## src/rtl/config_multi_delay_pkg.sv

```systemverilog
// Shared defaults and types for the programmable multi-channel delay line.
// Gold-standard delays used by the sample and symbol alignment paths live here too.
package config_multi_delay_pkg;

  localparam int unsigned WIDTH_DEF     = 18;
  localparam int unsigned NCH_DEF       = 2;
  localparam int unsigned MAX_DELAY_DEF = 63;
  localparam int unsigned DW_DEF        = 8;

  localparam int unsigned SAM_DELAY = 2;
  localparam int unsigned SYM_DELAY = 38;

  typedef enum logic {
    RATE_SAM = 1'b0,
    RATE_SYM = 1'b1
  } rate_e;

endpackage

```

## src/rtl/config_multi_delay_if.sv

```systemverilog
// Stream and control bundle for config_multi_delay.
// The master drives enables, rate, delay and data; the slave returns delayed data and status.
interface config_multi_delay_if
  import config_multi_delay_pkg::*;
#(
  parameter int WIDTH = WIDTH_DEF,
  parameter int NCH   = NCH_DEF,
  parameter int DW    = DW_DEF
) ();

  logic                 sam_clk_en;
  logic                 sym_clk_en;
  logic                 rate_sel;
  logic [DW-1:0]        delay;
  logic [NCH*WIDTH-1:0] data_in;
  logic [NCH*WIDTH-1:0] data_out;
  logic                 out_valid;
  logic                 delay_err;

  modport master (
    output sam_clk_en, sym_clk_en, rate_sel, delay, data_in,
    input  data_out, out_valid, delay_err
  );

  modport slave (
    input  sam_clk_en, sym_clk_en, rate_sel, delay, data_in,
    output data_out, out_valid, delay_err
  );

endinterface

```

## src/rtl/config_multi_delay_delay_ram.sv

```systemverilog
// Delay-line storage: one synchronous write port, one asynchronous read port.
// Contents are never cleared; the fill counter in the top keeps stale entries hidden.
module delay_ram
  import config_multi_delay_pkg::*;
#(
  parameter int W     = NCH_DEF * WIDTH_DEF,
  parameter int DEPTH = MAX_DELAY_DEF + 1,
  parameter int AW    = $clog2(DEPTH)
) (
  input  logic          clk,
  input  logic          we_i,
  input  logic [AW-1:0] waddr_i,
  input  logic [W-1:0]  wdata_i,
  input  logic [AW-1:0] raddr_i,
  output logic [W-1:0]  rdata_o
);

  logic [W-1:0] mem_q [DEPTH];

  always_ff @(posedge clk) begin
    if (we_i) begin
      mem_q[waddr_i] <= wdata_i;
    end
  end

  assign rdata_o = mem_q[raddr_i];

endmodule

```

## src/rtl/config_multi_delay.sv

```systemverilog
// Run-time programmable delay of NCH packed channels by 0..MAX_DELAY rate-enable advances.
// Output is zero-filled until the line holds genuine data; over-range requests clamp and latch an error.
module config_multi_delay
  import config_multi_delay_pkg::*;
#(
  parameter int WIDTH     = WIDTH_DEF,
  parameter int NCH       = NCH_DEF,
  parameter int MAX_DELAY = MAX_DELAY_DEF,
  parameter int DW        = DW_DEF
) (
  input  logic                clk,
  input  logic                reset,
  config_multi_delay_if.slave bus
);

  localparam int DEPTH = MAX_DELAY + 1;
  localparam int AW    = $clog2(DEPTH);
  localparam int PW    = AW + 1;
  localparam int VW    = NCH * WIDTH;

  logic          adv;
  logic          over;
  logic [AW-1:0] eff;
  logic [AW-1:0] delay_q, delay_d;
  logic [AW-1:0] wr_q, wr_d;
  logic [AW-1:0] fill_q, fill_d;
  logic [AW-1:0] rd_ptr;
  logic [PW-1:0] diff;
  logic [VW-1:0] ram_rd, tap;
  logic [VW-1:0] out_q, out_d;
  logic          valid_q, valid_d;
  logic          err_q, err_d;

  always_comb begin
    adv  = (rate_e'(bus.rate_sel) == RATE_SYM) ? bus.sym_clk_en : bus.sam_clk_en;
    over = bus.delay > DW'(MAX_DELAY);
    eff  = over ? AW'(MAX_DELAY) : bus.delay[AW-1:0];

    // Extra sign bit makes the underflow visible; fold back into the non-power-of-two ring.
    diff   = {1'b0, wr_q} - {1'b0, delay_q};
    rd_ptr = diff[PW-1] ? AW'(diff + PW'(DEPTH)) : diff[AW-1:0];
    tap    = (delay_q == '0) ? bus.data_in : ram_rd;

    wr_d = wr_q;
    if (adv) begin
      wr_d = (wr_q == AW'(MAX_DELAY)) ? '0 : wr_q + 1'b1;
    end
  end

  always_comb begin
    delay_d = delay_q;
    fill_d  = fill_q;
    out_d   = out_q;
    valid_d = valid_q;
    err_d   = err_q | over;
    if (eff != delay_q) begin
      delay_d = eff;
      fill_d  = adv ? AW'(1) : '0;
      valid_d = 1'b0;
      out_d   = '0;
    end else if (adv) begin
      // fill_q counts writes already in the line, so the tap is genuine once it reaches delay_q.
      valid_d = (fill_q >= delay_q);
      out_d   = valid_d ? tap : '0;
      if (fill_q < delay_q) begin
        fill_d = fill_q + 1'b1;
      end
    end
  end

  always_ff @(posedge clk) begin
    if (reset) begin
      out_q   <= '0;
      valid_q <= 1'b0;
      err_q   <= 1'b0;
      wr_q    <= '0;
      fill_q  <= '0;
      delay_q <= eff;
    end else begin
      out_q   <= out_d;
      valid_q <= valid_d;
      err_q   <= err_d;
      wr_q    <= wr_d;
      fill_q  <= fill_d;
      delay_q <= delay_d;
    end
  end

  delay_ram #(
    .W     (VW),
    .DEPTH (DEPTH),
    .AW    (AW)
  ) u_ram (
    .clk     (clk),
    .we_i    (adv & ~reset),
    .waddr_i (wr_q),
    .wdata_i (bus.data_in),
    .raddr_i (rd_ptr),
    .rdata_o (ram_rd)
  );

  assign bus.data_out  = out_q;
  assign bus.out_valid = valid_q;
  assign bus.delay_err = err_q;

endmodule
```

## src/flat_wrapper.sv

```systemverilog
// flat-port wrapper written by rule: the top's interface ports become plain ports
module config_multi_delay_flat import config_multi_delay_pkg::*;
#(
  parameter int WIDTH     = WIDTH_DEF,
  parameter int NCH       = NCH_DEF,
  parameter int MAX_DELAY = MAX_DELAY_DEF,
  parameter int DW        = DW_DEF
)
  (clk, reset, bus_sam_clk_en, bus_sym_clk_en, bus_rate_sel, bus_delay, bus_data_in, bus_data_out, bus_out_valid, bus_delay_err);
  config_multi_delay_if #(.WIDTH(WIDTH), .NCH(NCH), .DW(DW)) bus_i ();
  input  logic clk;
  input  logic reset;
  input wire logic [$bits(bus_i.sam_clk_en)-1:0] bus_sam_clk_en;
  input wire logic [$bits(bus_i.sym_clk_en)-1:0] bus_sym_clk_en;
  input wire logic [$bits(bus_i.rate_sel)-1:0] bus_rate_sel;
  input wire logic [$bits(bus_i.delay)-1:0] bus_delay;
  input wire logic [$bits(bus_i.data_in)-1:0] bus_data_in;
  output wire logic [$bits(bus_i.data_out)-1:0] bus_data_out;
  output wire logic [$bits(bus_i.out_valid)-1:0] bus_out_valid;
  output wire logic [$bits(bus_i.delay_err)-1:0] bus_delay_err;
  assign bus_i.sam_clk_en = bus_sam_clk_en;
  assign bus_i.sym_clk_en = bus_sym_clk_en;
  assign bus_i.rate_sel = bus_rate_sel;
  assign bus_i.delay = bus_delay;
  assign bus_i.data_in = bus_data_in;
  assign bus_data_out = bus_i.data_out;
  assign bus_out_valid = bus_i.out_valid;
  assign bus_delay_err = bus_i.delay_err;
  config_multi_delay #(.WIDTH(WIDTH), .NCH(NCH), .MAX_DELAY(MAX_DELAY), .DW(DW)) u_core (.clk(clk), .reset(reset), .bus(bus_i));
endmodule
```

## config.mk

```make
export PLATFORM = sky130hd
export DESIGN_NAME = config_multi_delay_flat
export DESIGN_NICKNAME = d
export VERILOG_FILES = /design/src/rtl/config_multi_delay_pkg.sv /design/src/rtl/config_multi_delay_if.sv /design/src/rtl/config_multi_delay_delay_ram.sv /design/src/rtl/config_multi_delay.sv /design/src/flat_wrapper.sv
export SDC_FILE = /design/constraint.sdc
export NUM_CORES = 2
export LEC_CHECK = 0
export BUFFER_PORTS_ARGS = -buffer_cell sky130_fd_sc_hd__buf_2
export CAP_MARGIN = 0
export CORE_MARGIN = 5
export CORE_UTILIZATION = 30
export DETAILED_ROUTE_END_ITERATION = 8
export PLACE_DENSITY = 0.43
export SYNTH_ARGS = -nofsm -noshare
export SYNTH_HDL_FRONTEND = slang
export SYNTH_SLANG_ARGS = --single-unit
```

## constraint.sdc

```tcl
create_clock -name clk -period 9.2 [get_ports clk]
set_clock_uncertainty 0.2 [all_clocks]
set_input_delay 1.84 -clock clk [delete_from_list [all_inputs] [get_ports clk]]
set_output_delay 1.84 -clock clk [all_outputs]
set_load 0.005 [all_outputs]
```

==> summary.log <==
qor: detailed_routing.totalWireLength 266,500 microns
qor: sta.tightestPinTransition 1.222 ns
qor: critical_path.setup_crit_start_kind flip-flop
qor: sta.period_needed 5.740 ns
qor: detailed_routing.route.met2.wl 128,300 microns
qor: detailed_routing.drt-initial-drc-count 4,092
qor: power_and_ir_drop.power.total 24,360 uW
qor: cells_and_area.finalInstanceArea 105,500 sq um
qor: sta.finalMaxSlewViolations 0
qor: logic_synthesis.synth.lib_cells_used.distinct 52
qor: cells_and_area.n_fill_cell 28,019
qor: critical_path.setup_cp_type reg2reg
qor: critical_path.worst_path_dominant_cell_family compound AO/OA/AOI/OAI gates
qor: floorplan.initial_utilization 0.3008
qor: placed_design.weighted_congestion_reported_at_the_end_of_routability_driven_placement 0.7369
qor: clock_network.tritoncts_num_sinks 2,360
qor: power_and_ir_drop.static-leakage-power 0.03261 uW
qor: sta.final-hold-violation-count 0
qor: logic_synthesis.post-synth-top-area-cell sky130_fd_sc_hd__edfxtp_1
qor: clock_network.htree_num_levels 5
qor: detailed_routing.vias 43,311
qor: floorplan.horizontal_die_dimension 560.5 microns
qor: detailed_routing.top_layer met5
qor: logic_synthesis.asyncSetResetFlopFracSynth 0
qor: critical_path.worstPathMaxFanout 64
qor: logic_synthesis.synth_seq_cells 2,360
qor: detailed_routing.wire_per_inst 31.10 microns
qor: global_routing.grt_remaining_overflow 0
qor: sta.finalWorstSetupSlack 3.460 ns
qor: sta.rsz0062_at_grt false
qor: detailed_routing.post-route-drc-count 0
qor: logic_synthesis.synth_warnings 0
qor: placed_design.post-place-ws 3.570 ns
qor: logic_synthesis.synth.most_common_cell sky130_fd_sc_hd__edfxtp_1
qor: global_routing.grt_pass1_vias 45,685
qor: logic_synthesis.synth.top_cells.by_area sky130_fd_sc_hd__edfxtp_1, sky130_fd_sc_hd__mux4_2, sky130_fd_sc_hd__mux2i_1, sky130_fd_sc_hd__dfxtp_1, sky130_fd_sc_hd__mux2_2
qor: sta.tns 0 ns
qor: global_routing.grt_antenna_before_repair 28
qor: critical_path.end_kind flip-flop
qor: sta.max_slew_headroom 0.1856
qor: sta.max_clock_freq 174.2 MHz
qor: detailed_routing.dr_wl_met3 14,850 microns
qor: floorplan.core_area 302,300 sq um
qor: global_routing.groute.usage.overall 0.1662
qor: critical_path.cp.buffers_inverters 3
qor: clock_network.ctsLongestPathBuffers 4
qor: hold_path.hold_path_depth 2
qor: run.drv.max_cap_violation_count 0
qor: critical_path.rr_endpoint u_core.bus.data_out[19]
qor: logic_synthesis.netlist_area 90,920 sq um
qor: global_routing.grt_pass1_wl 372,300 microns
qor: cells_and_area.area_growth_syn_to_layout 15.98%
qor: cells_and_area.drive_gt1_frac 0.2988
qor: outcome.outcome complete, no violations
qor: cells_and_area.layout.core_utilization 0.3489
qor: logic_synthesis.postSynth.topFlopCell sky130_fd_sc_hd__edfxtp_1
qor: sta.setup_viol_count_final 0
qor: critical_path.cp.required 9.70 ns
qor: logic_synthesis.synthDominantCellAreaShare 0.7629
qor: clock_network.post_cts.repair.setup_buffers 0
qor: clock_network.clk_pin_slew_worst_paths 0.05 ns
qor: clock_network.worst_skew_pair_latency 0.83 ns
qor: placed_design.placed_area 97,350 sq um
qor: critical_path.worst-endpoint-arrival 6.24 ns
qor: placed_design.place_hpwl 144,300 microns
qor: detailed_routing.routedLengthMet1 117,800 microns
qor: detailed_routing.dr.pass1.iters 5
qor: logic_synthesis.synth-edff-count 2,310
qor: critical_path.crit_path_top_delay_cell sky130_fd_sc_hd__a221oi_1
qor: floorplan.ios 87
qor: power_and_ir_drop.vdd_ir_drop_max 172.3 uV
qor: clock_network.cts_tree built
qor: hold_path.end_point_of_the_most_critical_hold_path u_core.bus.delay_err
qor: logic_synthesis.postSynthAreaPerCell 22.27 sq um
qor: power_and_ir_drop.pwrdens 231.0 nW/um^2
qor: cells_and_area.design.final.nets 4,455
qor: logic_synthesis.syn-instance-count 4,083
qor: clock_network.postCtsHoldBufs 0
qor: global_routing.grt_max_degree 83
qor: critical_path.critical_path.max_stage_delay 0.89 ns
qor: hold_path.min_path_type reg2reg
qor: detailed_routing.route.antenna.remaining_nets 0
qor: hold_path.worst_hold_startpoint u_core.bus.delay_err
qor: floorplan.chipHeight 560.5 microns
qor: logic_synthesis.syn_nets 4,146
qor: placed_design.placement.io_buffers 86
qor: clock_network.cts_inserted_buffers 266
qor: logic_synthesis.sequential_fraction_of_the_synthesis_area 0.7739
qor: critical_path.worst-r2r-setup-slack 3.46 ns
qor: critical_path.timing.reg2reg.worst_path_depth 13
qor: floorplan.die_area 314,200 sq um
qor: critical_path.path_cells inv_1, ha_4, fa_4, nand2b_1, a21oi_2, xor2_4, buf_12, buf_4, mux2_2, o22ai_1, a221oi_1, o221ai_1, a211oi_1
qor: detailed_routing.vias_per_cell 5.054
qor: critical_path.levels_on_crit_path 13
qor: critical_path.critical_path.reg2reg.startpoint u_core.wr_q[0]
qor: logic_synthesis.synth_common_cells sky130_fd_sc_hd__edfxtp_1, sky130_fd_sc_hd__mux4_2, sky130_fd_sc_hd__nand2_1
qor: clock_network.cts_root_buffer sky130_fd_sc_hd__clkbuf_16
qor: clock_network.post_cts_resize_count 0
qor: floorplan.placement_rows 202
qor: sta.finalCritPeriodShare 0.6239
sequential cells by signal (all words and copies together), names as in the netlist:
register / count
u_core.u_ram.mem_q: 2304
u_core.bus.data_out: 36
u_core.delay_q: 6
u_core.fill_q: 6
u_core.wr_q: 6
u_core.bus.delay_err: 1
u_core.bus.out_valid: 1
where the power goes:
part	leakage [uW]	switching (uW)	internal [uW]
Combinational	0.00748	1470	1060
Clock	0.00395	4220	5770
Sequential	0.0212	8.10	11800
Total	0.0326	5700	18700
cell families (layout without fill, tap and decap cells):
| group | count (synthesis) | after routing | share of synthesized area |
|---|---|---|---|
| buf+inv | 238 | 740 | 0.01225 |
| other cells | 0 | 6 | 0 |
| compound gates | 254 | 254 | 0.02278 |
| fa+ha+maj | 14 | 14 | 0.002009 |
| xor+xnor | 16 | 16 | 0.001707 |
| flops | 2360 | 2360 | 0.7739 |
| mux | 812 | 812 | 0.1690 |
| simple gates | 389 | 389 | 0.01832 |
layout make-up:
cell class              count  area, sq um  share of cell area
inverters                  10        37.54           0.0003559
repair buffers            269         1899             0.01801
multi-input cells        1485        20070              0.1903
diodes                      6        15.01           0.0001424
flip-flops and latches   2360        70370              0.6673
clock inverters           106        784.5            0.007439
well taps                3978         4977             0.04720
clock buffers             355         7301             0.06923
per-layer routing:
| metal | vias to the layer above | global-route usage |
|---|---|---|
| li1 | 18006 | - |
| met2 | 1247 | 0.2731 |
| met5 | - | 0 |
| met4 | 10 | 0.03556 |
| met1 | 23695 | 0.2312 |
| met3 | 353 | 0.03074 |
through the flow:
stage / instances / hold slack, ns
after floorplan: 4083 / 0.2482
after global placement: 8100 / 0.2542
after detailed placement: 8102 / 0.2760
after CTS: 8563 / 0.3023
after global routing: 8566 / 0.3256
final: 8569 / 0.2884
worst max-delay path by stage:
| stage | startpoint | end | slack (ns) |
|---|---|---|---|
| global route | u_core.wr_q[0] | u_core.bus.data_out[19] | 3.38 |
| global placement | u_core.wr_q[0] | u_core.bus.data_out[14] | 3.40 |
| floorplan | bus_rate_sel | u_core.u_ram.mem_q[27][0] | 3.39 |
| finish | u_core.wr_q[0] | u_core.bus.data_out[19] | 3.46 |
| CTS | u_core.wr_q[0] | u_core.bus.data_out[0] | 3.57 |
| detailed placement | bus_rate_sel | u_core.u_ram.mem_q[16][20] | 3.57 |
worst min-delay path, cell delays in order (launching register included):
cell and delay, ns:
sky130_fd_sc_hd__dfxtp_1 0.33, sky130_fd_sc_hd__nor2_1 0.05, sky130_fd_sc_hd__nor2_1 0.07
cells in the final DEF (no fill, tap or decap), types with 14 or more instances in the layout:
| cell | count |
|---|---|
| sky130_fd_sc_hd__edfxtp_1 | 2310 |
| sky130_fd_sc_hd__mux4_2 | 570 |
| sky130_fd_sc_hd__clkbuf_16 | 274 |
| sky130_fd_sc_hd__nand2_1 | 201 |
| sky130_fd_sc_hd__buf_4 | 173 |
| sky130_fd_sc_hd__mux2i_1 | 168 |
| sky130_fd_sc_hd__buf_2 | 88 |
| sky130_fd_sc_hd__mux2_2 | 72 |
| sky130_fd_sc_hd__clkbuf_1 | 67 |
| sky130_fd_sc_hd__o221ai_1 | 60 |
| sky130_fd_sc_hd__nor2_4 | 51 |
| sky130_fd_sc_hd__dfxtp_1 | 50 |
| sky130_fd_sc_hd__clkinv_1 | 47 |
| sky130_fd_sc_hd__a221oi_1 | 38 |
| sky130_fd_sc_hd__clkinv_2 | 36 |
| sky130_fd_sc_hd__o22ai_1 | 35 |
| sky130_fd_sc_hd__nor3_1 | 33 |
| sky130_fd_sc_hd__a211oi_1 | 30 |
| sky130_fd_sc_hd__nor2_1 | 23 |
| sky130_fd_sc_hd__nor3_2 | 16 |
| sky130_fd_sc_hd__a21oi_1 | 16 |
| sky130_fd_sc_hd__nand3_1 | 14 |
| sky130_fd_sc_hd__a2111oi_0 | 14 |
| sky130_fd_sc_hd__clkbuf_8 | 14 |
Note: power is estimated with default switching activity, not from simulation.
